===== src/rtl/riscv_mem_pkg.sv =====
// Shared types and constants for the data-memory load/store controller.
package riscv_mem_pkg;

    typedef enum logic [1:0] {
        ST_IDLE,
        ST_REQ,
        ST_WAIT_RSP,
        ST_DONE
    } mem_state_e;

    localparam logic [2:0] F3_B  = 3'b000;
    localparam logic [2:0] F3_H  = 3'b001;
    localparam logic [2:0] F3_W  = 3'b010;
    localparam logic [2:0] F3_BU = 3'b100;
    localparam logic [2:0] F3_HU = 3'b101;

    // Major opcodes the decoder uses to raise mem_read/mem_write.
    localparam logic [6:0] OPC_LOAD  = 7'b0000011;
    localparam logic [6:0] OPC_STORE = 7'b0100011;

endpackage


===== src/rtl/data_mem_ctrl_lsu_align.sv =====
// Combinational byte-lane logic: store be/wdata generation, access legality
// check, and load lane extraction with sign/zero extension.
module lsu_align
    import riscv_mem_pkg::*;
(
    input  logic [2:0]  funct3_i,
    input  logic [1:0]  addr_lo_i,
    input  logic [31:0] wdata_i,
    input  logic        is_store_i,
    input  logic [2:0]  ld_funct3_i,
    input  logic [1:0]  ld_addr_lo_i,
    input  logic [31:0] rdata_i,
    output logic [3:0]  be_c_o,
    output logic [31:0] wdata_c_o,
    output logic        illegal_c_o,
    output logic [31:0] ldata_c_o
);

    logic [7:0]  byte_sel;
    logic [15:0] half_sel;

    // Request side: lanes, replicated store data, legality.
    always_comb begin
        be_c_o      = 4'b1111;
        wdata_c_o   = wdata_i;
        illegal_c_o = 1'b0;
        case (funct3_i)
            F3_B: begin
                be_c_o    = 4'(4'b0001 << addr_lo_i);
                wdata_c_o = {4{wdata_i[7:0]}};
            end
            F3_H: begin
                be_c_o      = 4'(4'b0011 << addr_lo_i);
                wdata_c_o   = {2{wdata_i[15:0]}};
                illegal_c_o = addr_lo_i[0];
            end
            F3_W: begin
                illegal_c_o = |addr_lo_i;
            end
            F3_BU: begin
                be_c_o      = 4'(4'b0001 << addr_lo_i);
                illegal_c_o = is_store_i;
            end
            F3_HU: begin
                be_c_o      = 4'(4'b0011 << addr_lo_i);
                illegal_c_o = is_store_i | addr_lo_i[0];
            end
            default: begin
                illegal_c_o = 1'b1;
            end
        endcase
    end

    // Response side: pick the lane from the latched offset and extend.
    always_comb begin
        case (ld_addr_lo_i)
            2'd0:    byte_sel = rdata_i[7:0];
            2'd1:    byte_sel = rdata_i[15:8];
            2'd2:    byte_sel = rdata_i[23:16];
            default: byte_sel = rdata_i[31:24];
        endcase
        half_sel = ld_addr_lo_i[1] ? rdata_i[31:16] : rdata_i[15:0];
        case (ld_funct3_i)
            F3_B:    ldata_c_o = {{24{byte_sel[7]}}, byte_sel};
            F3_H:    ldata_c_o = {{16{half_sel[15]}}, half_sel};
            F3_BU:   ldata_c_o = {24'd0, byte_sel};
            F3_HU:   ldata_c_o = {16'd0, half_sel};
            default: ldata_c_o = rdata_i;
        endcase
    end

endmodule


===== src/rtl/data_mem_ctrl.sv =====
// Load/store controller: turns decoder memory strobes into a req/gnt/rvalid
// transaction and returns a single-cycle ack with error and load data.
module data_mem_ctrl
    import riscv_mem_pkg::*;
#(
    parameter int unsigned TIMEOUT_CYCLES = 16
) (
    input  logic        clk_i,
    input  logic        rst_ni,
    input  logic        mem_read_i,
    input  logic        mem_write_i,
    input  logic [2:0]  funct3_i,
    input  logic [31:0] addr_i,
    input  logic [31:0] wdata_i,
    output logic        dmem_req_o,
    output logic        dmem_we_o,
    output logic [31:0] dmem_addr_o,
    output logic [3:0]  dmem_be_o,
    output logic [31:0] dmem_wdata_o,
    input  logic        dmem_gnt_i,
    input  logic        dmem_rvalid_i,
    input  logic [31:0] dmem_rdata_i,
    output logic        mem_ack_o,
    output logic [31:0] rdata_o,
    output logic        err_o
);

    localparam int unsigned CNT_W   = $clog2(TIMEOUT_CYCLES + 1);
    localparam logic [CNT_W-1:0] CNT_MAX = CNT_W'(TIMEOUT_CYCLES);

    mem_state_e        state_q, state_d;
    logic [CNT_W-1:0]  cnt_q, cnt_d;
    logic              req_q, req_d;
    logic              we_q, we_d;
    logic [31:0]       addr_q, addr_d;
    logic [3:0]        be_q, be_d;
    logic [31:0]       wdata_q, wdata_d;
    logic [2:0]        f3_q, f3_d;
    logic [1:0]        lo_q, lo_d;
    logic              ack_q, ack_d;
    logic              err_q, err_d;
    logic [31:0]       rdata_q, rdata_d;

    logic [3:0]        be_c;
    logic [31:0]       wdata_c;
    logic              illegal_c;
    logic [31:0]       ldata_c;

    lsu_align u_align (
        .funct3_i     (funct3_i),
        .addr_lo_i    (addr_i[1:0]),
        .wdata_i      (wdata_i),
        .is_store_i   (mem_write_i),
        .ld_funct3_i  (f3_q),
        .ld_addr_lo_i (lo_q),
        .rdata_i      (dmem_rdata_i),
        .be_c_o       (be_c),
        .wdata_c_o    (wdata_c),
        .illegal_c_o  (illegal_c),
        .ldata_c_o    (ldata_c)
    );

    // Outputs are computed for the next state so they are registered with it.
    always_comb begin
        state_d = state_q;
        cnt_d   = cnt_q;
        req_d   = 1'b0;
        we_d    = we_q;
        addr_d  = addr_q;
        be_d    = be_q;
        wdata_d = wdata_q;
        f3_d    = f3_q;
        lo_d    = lo_q;
        ack_d   = 1'b0;
        err_d   = 1'b0;
        rdata_d = rdata_q;
        case (state_q)
            ST_IDLE: begin
                cnt_d = '0;
                if (mem_read_i || mem_write_i) begin
                    if ((mem_read_i && mem_write_i) || illegal_c) begin
                        state_d = ST_DONE;
                        ack_d   = 1'b1;
                        err_d   = 1'b1;
                    end else begin
                        state_d = ST_REQ;
                        req_d   = 1'b1;
                        we_d    = mem_write_i;
                        addr_d  = {addr_i[31:2], 2'b00};
                        be_d    = be_c;
                        wdata_d = wdata_c;
                        f3_d    = funct3_i;
                        lo_d    = addr_i[1:0];
                    end
                end
            end
            ST_REQ: begin
                // Timeout wins over a grant that arrives after req was dropped.
                if (cnt_q == CNT_MAX) begin
                    state_d = ST_DONE;
                    cnt_d   = '0;
                    ack_d   = 1'b1;
                    err_d   = 1'b1;
                end else if (dmem_gnt_i) begin
                    state_d = ST_WAIT_RSP;
                    cnt_d   = '0;
                end else begin
                    cnt_d = cnt_q + CNT_W'(1);
                    req_d = (cnt_d != CNT_MAX);
                end
            end
            ST_WAIT_RSP: begin
                if (dmem_rvalid_i) begin
                    state_d = ST_DONE;
                    ack_d   = 1'b1;
                    if (!we_q) begin
                        rdata_d = ldata_c;
                    end
                end
            end
            ST_DONE: begin
                state_d = ST_IDLE;
            end
            default: begin
                state_d = ST_IDLE;
            end
        endcase
    end

    always_ff @(posedge clk_i or negedge rst_ni) begin
        if (!rst_ni) begin
            state_q <= ST_IDLE;
            cnt_q   <= '0;
            req_q   <= 1'b0;
            we_q    <= 1'b0;
            addr_q  <= '0;
            be_q    <= '0;
            wdata_q <= '0;
            f3_q    <= '0;
            lo_q    <= '0;
            ack_q   <= 1'b0;
            err_q   <= 1'b0;
            rdata_q <= '0;
        end else begin
            state_q <= state_d;
            cnt_q   <= cnt_d;
            req_q   <= req_d;
            we_q    <= we_d;
            addr_q  <= addr_d;
            be_q    <= be_d;
            wdata_q <= wdata_d;
            f3_q    <= f3_d;
            lo_q    <= lo_d;
            ack_q   <= ack_d;
            err_q   <= err_d;
            rdata_q <= rdata_d;
        end
    end

    assign dmem_req_o   = req_q;
    assign dmem_we_o    = we_q;
    assign dmem_addr_o  = addr_q;
    assign dmem_be_o    = be_q;
    assign dmem_wdata_o = wdata_q;
    assign mem_ack_o    = ack_q;
    assign err_o        = err_q;
    assign rdata_o      = rdata_q;

endmodule


===== config.mk =====
export PLATFORM = sky130hd
export DESIGN_NAME = data_mem_ctrl
export DESIGN_NICKNAME = d
export VERILOG_FILES = /design/src/rtl/riscv_mem_pkg.sv /design/src/rtl/data_mem_ctrl_lsu_align.sv /design/src/rtl/data_mem_ctrl.sv
export SDC_FILE = /design/constraint.sdc
export NUM_CORES = 1
export LEC_CHECK = 0
export CORE_AREA = 2 2 119 121
export DETAILED_ROUTE_END_ITERATION = 10
export DIE_AREA = 0 0 121 123
export PLACE_DENSITY = 0.8
export SKIP_CTS_REPAIR_TIMING = 1
export SLEW_MARGIN = 15
export SYNTH_ARGS = -nofsm -noshare
export SYNTH_HDL_FRONTEND = slang
export SYNTH_HIERARCHICAL = 1
export SYNTH_SLANG_ARGS = --single-unit
export TNS_END_PERCENT = 1

===== constraint.sdc =====
create_clock -name clk_i -period 2.4 [get_ports clk_i]
set_input_delay 0.72 -clock clk_i [delete_from_list [all_inputs] [get_ports clk_i]]
set_output_delay 0.72 -clock clk_i [all_outputs]
set_load 0.01 [all_outputs]

==> impl_metrics.toml <==
[status]
status = "finished, final reports clean"

[sta]
drv_slew = 0
max_freq_mhz = 442.2
tightest_slew_ns = 0.6348
timing.max_slew.rel_slack = 0.5759
fin_crit_ns = 2.261
post-route-period-util = 0.9422
skew_ns = 0.004836
holdWs_ns = 0.3092
rsz0062_at_grt = "no"
finalSetupViolations = 0
hold_viol = 0

[route]
drtIter0Drc = 332
num_vias = 4742
wl_per_cell_um = 18.85
drc = 0
vias_per_cell = 5.257
drt_pass1_iterations = 4
routed_wirelength_mm = 17.00
drtAntennaViolNets = 0

[synthesis]
synth_area_um2 = 6151
syn-instance-count = 490
synth_edf_count = 0
async_flop_share = 1.000
synth_ff_type = "dfrtp_1"
synth_seq_cells = 114
seq_area_frac_synth = 0.4638
yosys_warnings = 6
yosysUniqueCellTypes = 51
avgSynthCellArea_um2 = 12.55

[global_routing]
antenna_found_initial = 0
gr-total-overflow = 0
grt_pass1_vias = 5010
grt_pass1_wl_mm = 25.89
grt_max_degree = 48
gr-usage-all-layers = 0.2271

[floorplanning]
start_util = 0.4519
die_w_um = 121
die_y_um = 123
coreArea_um2 = 13610
pin_count = 209
rows = 43
die_area_um2 = 14880

[layout]
drive_gt1_frac = 0.2729
layout_commonest_cell = "clkdlybuf4s50_1"
nFillCells = 1010
final_nets = 824
synthToLayoutAreaGrowth_pct = 46.97
n_antenna_cell = 0
final_cell_mix = "clkdlybuf4s50_1 (204), dfrtp_1 (114), mux2_4 (70)"

[critical_path]
reg2reg_from = "lo_q[0]"
max_stage_delay_ns = 0.47
critPathCaptureType = "flop"
cp_max_fo = 8
critPathArrivalTime_ns = 2.55
regToRegSetupSlack_ns = 0.30
startpoint_type = "input pin"
path_cells = "clkdlybuf4s50_1, buf_4, nor2_1, a21oi_1, nand2b_4, nor2_8, buf_12, buf_6, mux2_4"
critPathKind = "in2reg"
cp-startpoint = "addr_i[0]"
r2r_cells = 5
r2r-end = "rdata_o[5]"
slowest_stage = "clkdlybuf4s50_1"
crit_buf_inv = 4
crit_required_ns = 2.69
cp-endpoint = "dmem_addr_o[5]"
crit_family = "buffers and inverters"
crit_cells = 9

[clock_tree]
cts.path.max_buffers = 2
clock_latency_ns = 0.41
cts_made_buffers = 17
cts-root-buf = "clkbuf_16"
cts_tree = "done"
cts.htree.levels = 4
clock_sinks = 114
clk_pin_slew_worst_paths_ns = 0.05

[placement]
placement.io_buffers = 206
gp_congestion = 0.9315
post-dp-hpwl_mm = 12.21

[power_and_ir_drop]
clkPwrFrac = 0.195
pwr-share-comb = 0.493
power.switching_uw = 3585
irDropWorstVdd_v = 0.0006682
power_density_nw_per_um2 = 1235
switching_share = 0.3211
intPower_uw = 7582
total_power_uw = 11170
sequentialPowerShare = 0.312
power.leakage_uw = 0.003960

[hold_path]
min_path_type = "in2async"

[run]
max_cap_violations = 0
worst register-to-register path: stages (launching register included):
cell     delay [ns]
dfrtp_1        0.43
nor2b_1        0.56
nor2b_1        0.28
a22oi_1        0.29
o21ai_0        0.12
mux2_1         0.30
power groups by stage:
| stage | Combinational (µW) | Clock (µW) | Sequential (µW) |
|---|---|---|---|
| 2_1_floorplan | 2630 | 0 | 3760 |
| 3_3_place_gp | 5290 | 0 | 3440 |
| 3_5_place_dp | 5470 | 0 | 3460 |
| 4_1_cts | 5480 | 2210 | 3490 |
| 5_1_grt | 5880 | 2290 | 3600 |
| 6_report | 5510 | 2170 | 3490 |
cell type report:
class,instances,area (µm²),area share
timing repair buffer,242,2475,0.2738
multi-input combinational,330,2960,0.3275
clock buffer,28,496.7,0.05495
tap,180,225.2,0.02491
inverter,8,30.03,0.003322
sequential,114,2853,0.3156
cell families after synthesis:
group | after synthesis | synth area share
AO/OA/AOI/OAI | 78 | 0.08747
AND/OR/NAND/NOR | 112 | 0.09561
multiplexers | 129 | 0.2769
adder cells (fa/ha/maj) | 7 | 0.01383
other | 1 | 0.0006097
buffers and inverters | 47 | 0.05777
XOR/XNOR | 2 | 0.004069
flip-flops | 114 | 0.4638
layer usage:
metal | GRT usage | routed length [µm] | share of wire
met1 | 0.2682 | 6886 | 0.41
met4 | 0.09520 | 402 | 0.024
met2 | 0.3813 | 8381 | 0.49
met5 | 0 | 0 | 0
met3 | 0.07472 | 1328 | 0.078
how the worst min path moves through the flow:
| stage | startpoint | end | slack [ns] | cells past startpoint |
|---|---|---|---|---|
| 2_1_floorplan | rst_ni | cnt_q[0] | 0.42 | 0 |
| 3_3_place_gp | rdata_o[6] | rdata_o[6] | 0.48 | 1 |
| 3_5_place_dp | dmem_wdata_o[19] | dmem_wdata_o[19] | 0.49 | 1 |
| 4_1_cts | rst_ni | rdata_o[7] | 0.32 | 1 |
| 5_1_grt | rst_ni | rdata_o[11] | 0.33 | 1 |
| 6_report | rst_ni | rdata_o[11] | 0.31 | 1 |
synthesized netlist by cell type (3+ instances only):
cell type | number | area (µm²)
buf_2 | 7 | 35.03
mux2i_1 | 10 | 100.1
nand2b_1 | 9 | 56.30
nand2_1 | 47 | 176.4
clkbuf_2 | 3 | 15.01
clkbuf_1 | 9 | 33.78
a21oi_1 | 16 | 80.08
nor2b_1 | 20 | 125.1
dfrtp_1 | 114 | 2853
mux2_2 | 47 | 529.3
a21o_1 | 3 | 22.52
inv_1 | 8 | 30.03
o21bai_1 | 3 | 22.52
mux2_4 | 70 | 1051
o21ai_0 | 19 | 95.09
buf_4 | 10 | 75.07
a221o_1 | 9 | 90.09
nor2_1 | 18 | 67.56
o21ai_2 | 10 | 87.58
buf_12 | 7 | 140.1
a22oi_1 | 7 | 52.55
ha_1 | 6 | 75.07
registers in the layout (all words and copies together), names as in the netlist:
register	cells
cnt_q	5
dmem_addr_o	30
dmem_be_o	4
dmem_req_o	1
dmem_wdata_o	32
dmem_we_o	1
err_o	1
f3_q	3
lo_q	2
mem_ack_o	1
rdata_o	32
state_q	2
per-stage QoR:
step,utilization,instance area [µm²],TNS [ns],setup slack (ns),cells
2_1_floorplan,-,6156,0,0.02194,491
3_3_place_gp,0.6178,8409,-22.22,-0.3267,869
3_5_place_dp,0.6178,8409,-25.97,-0.3760,869
4_1_cts,0.6543,8906,0,0.05349,897
5_1_grt,0.6641,9040,0,0.06197,902
6_report,0.6641,9040,0,0.1387,902
(Power assumes the default switching activity.)
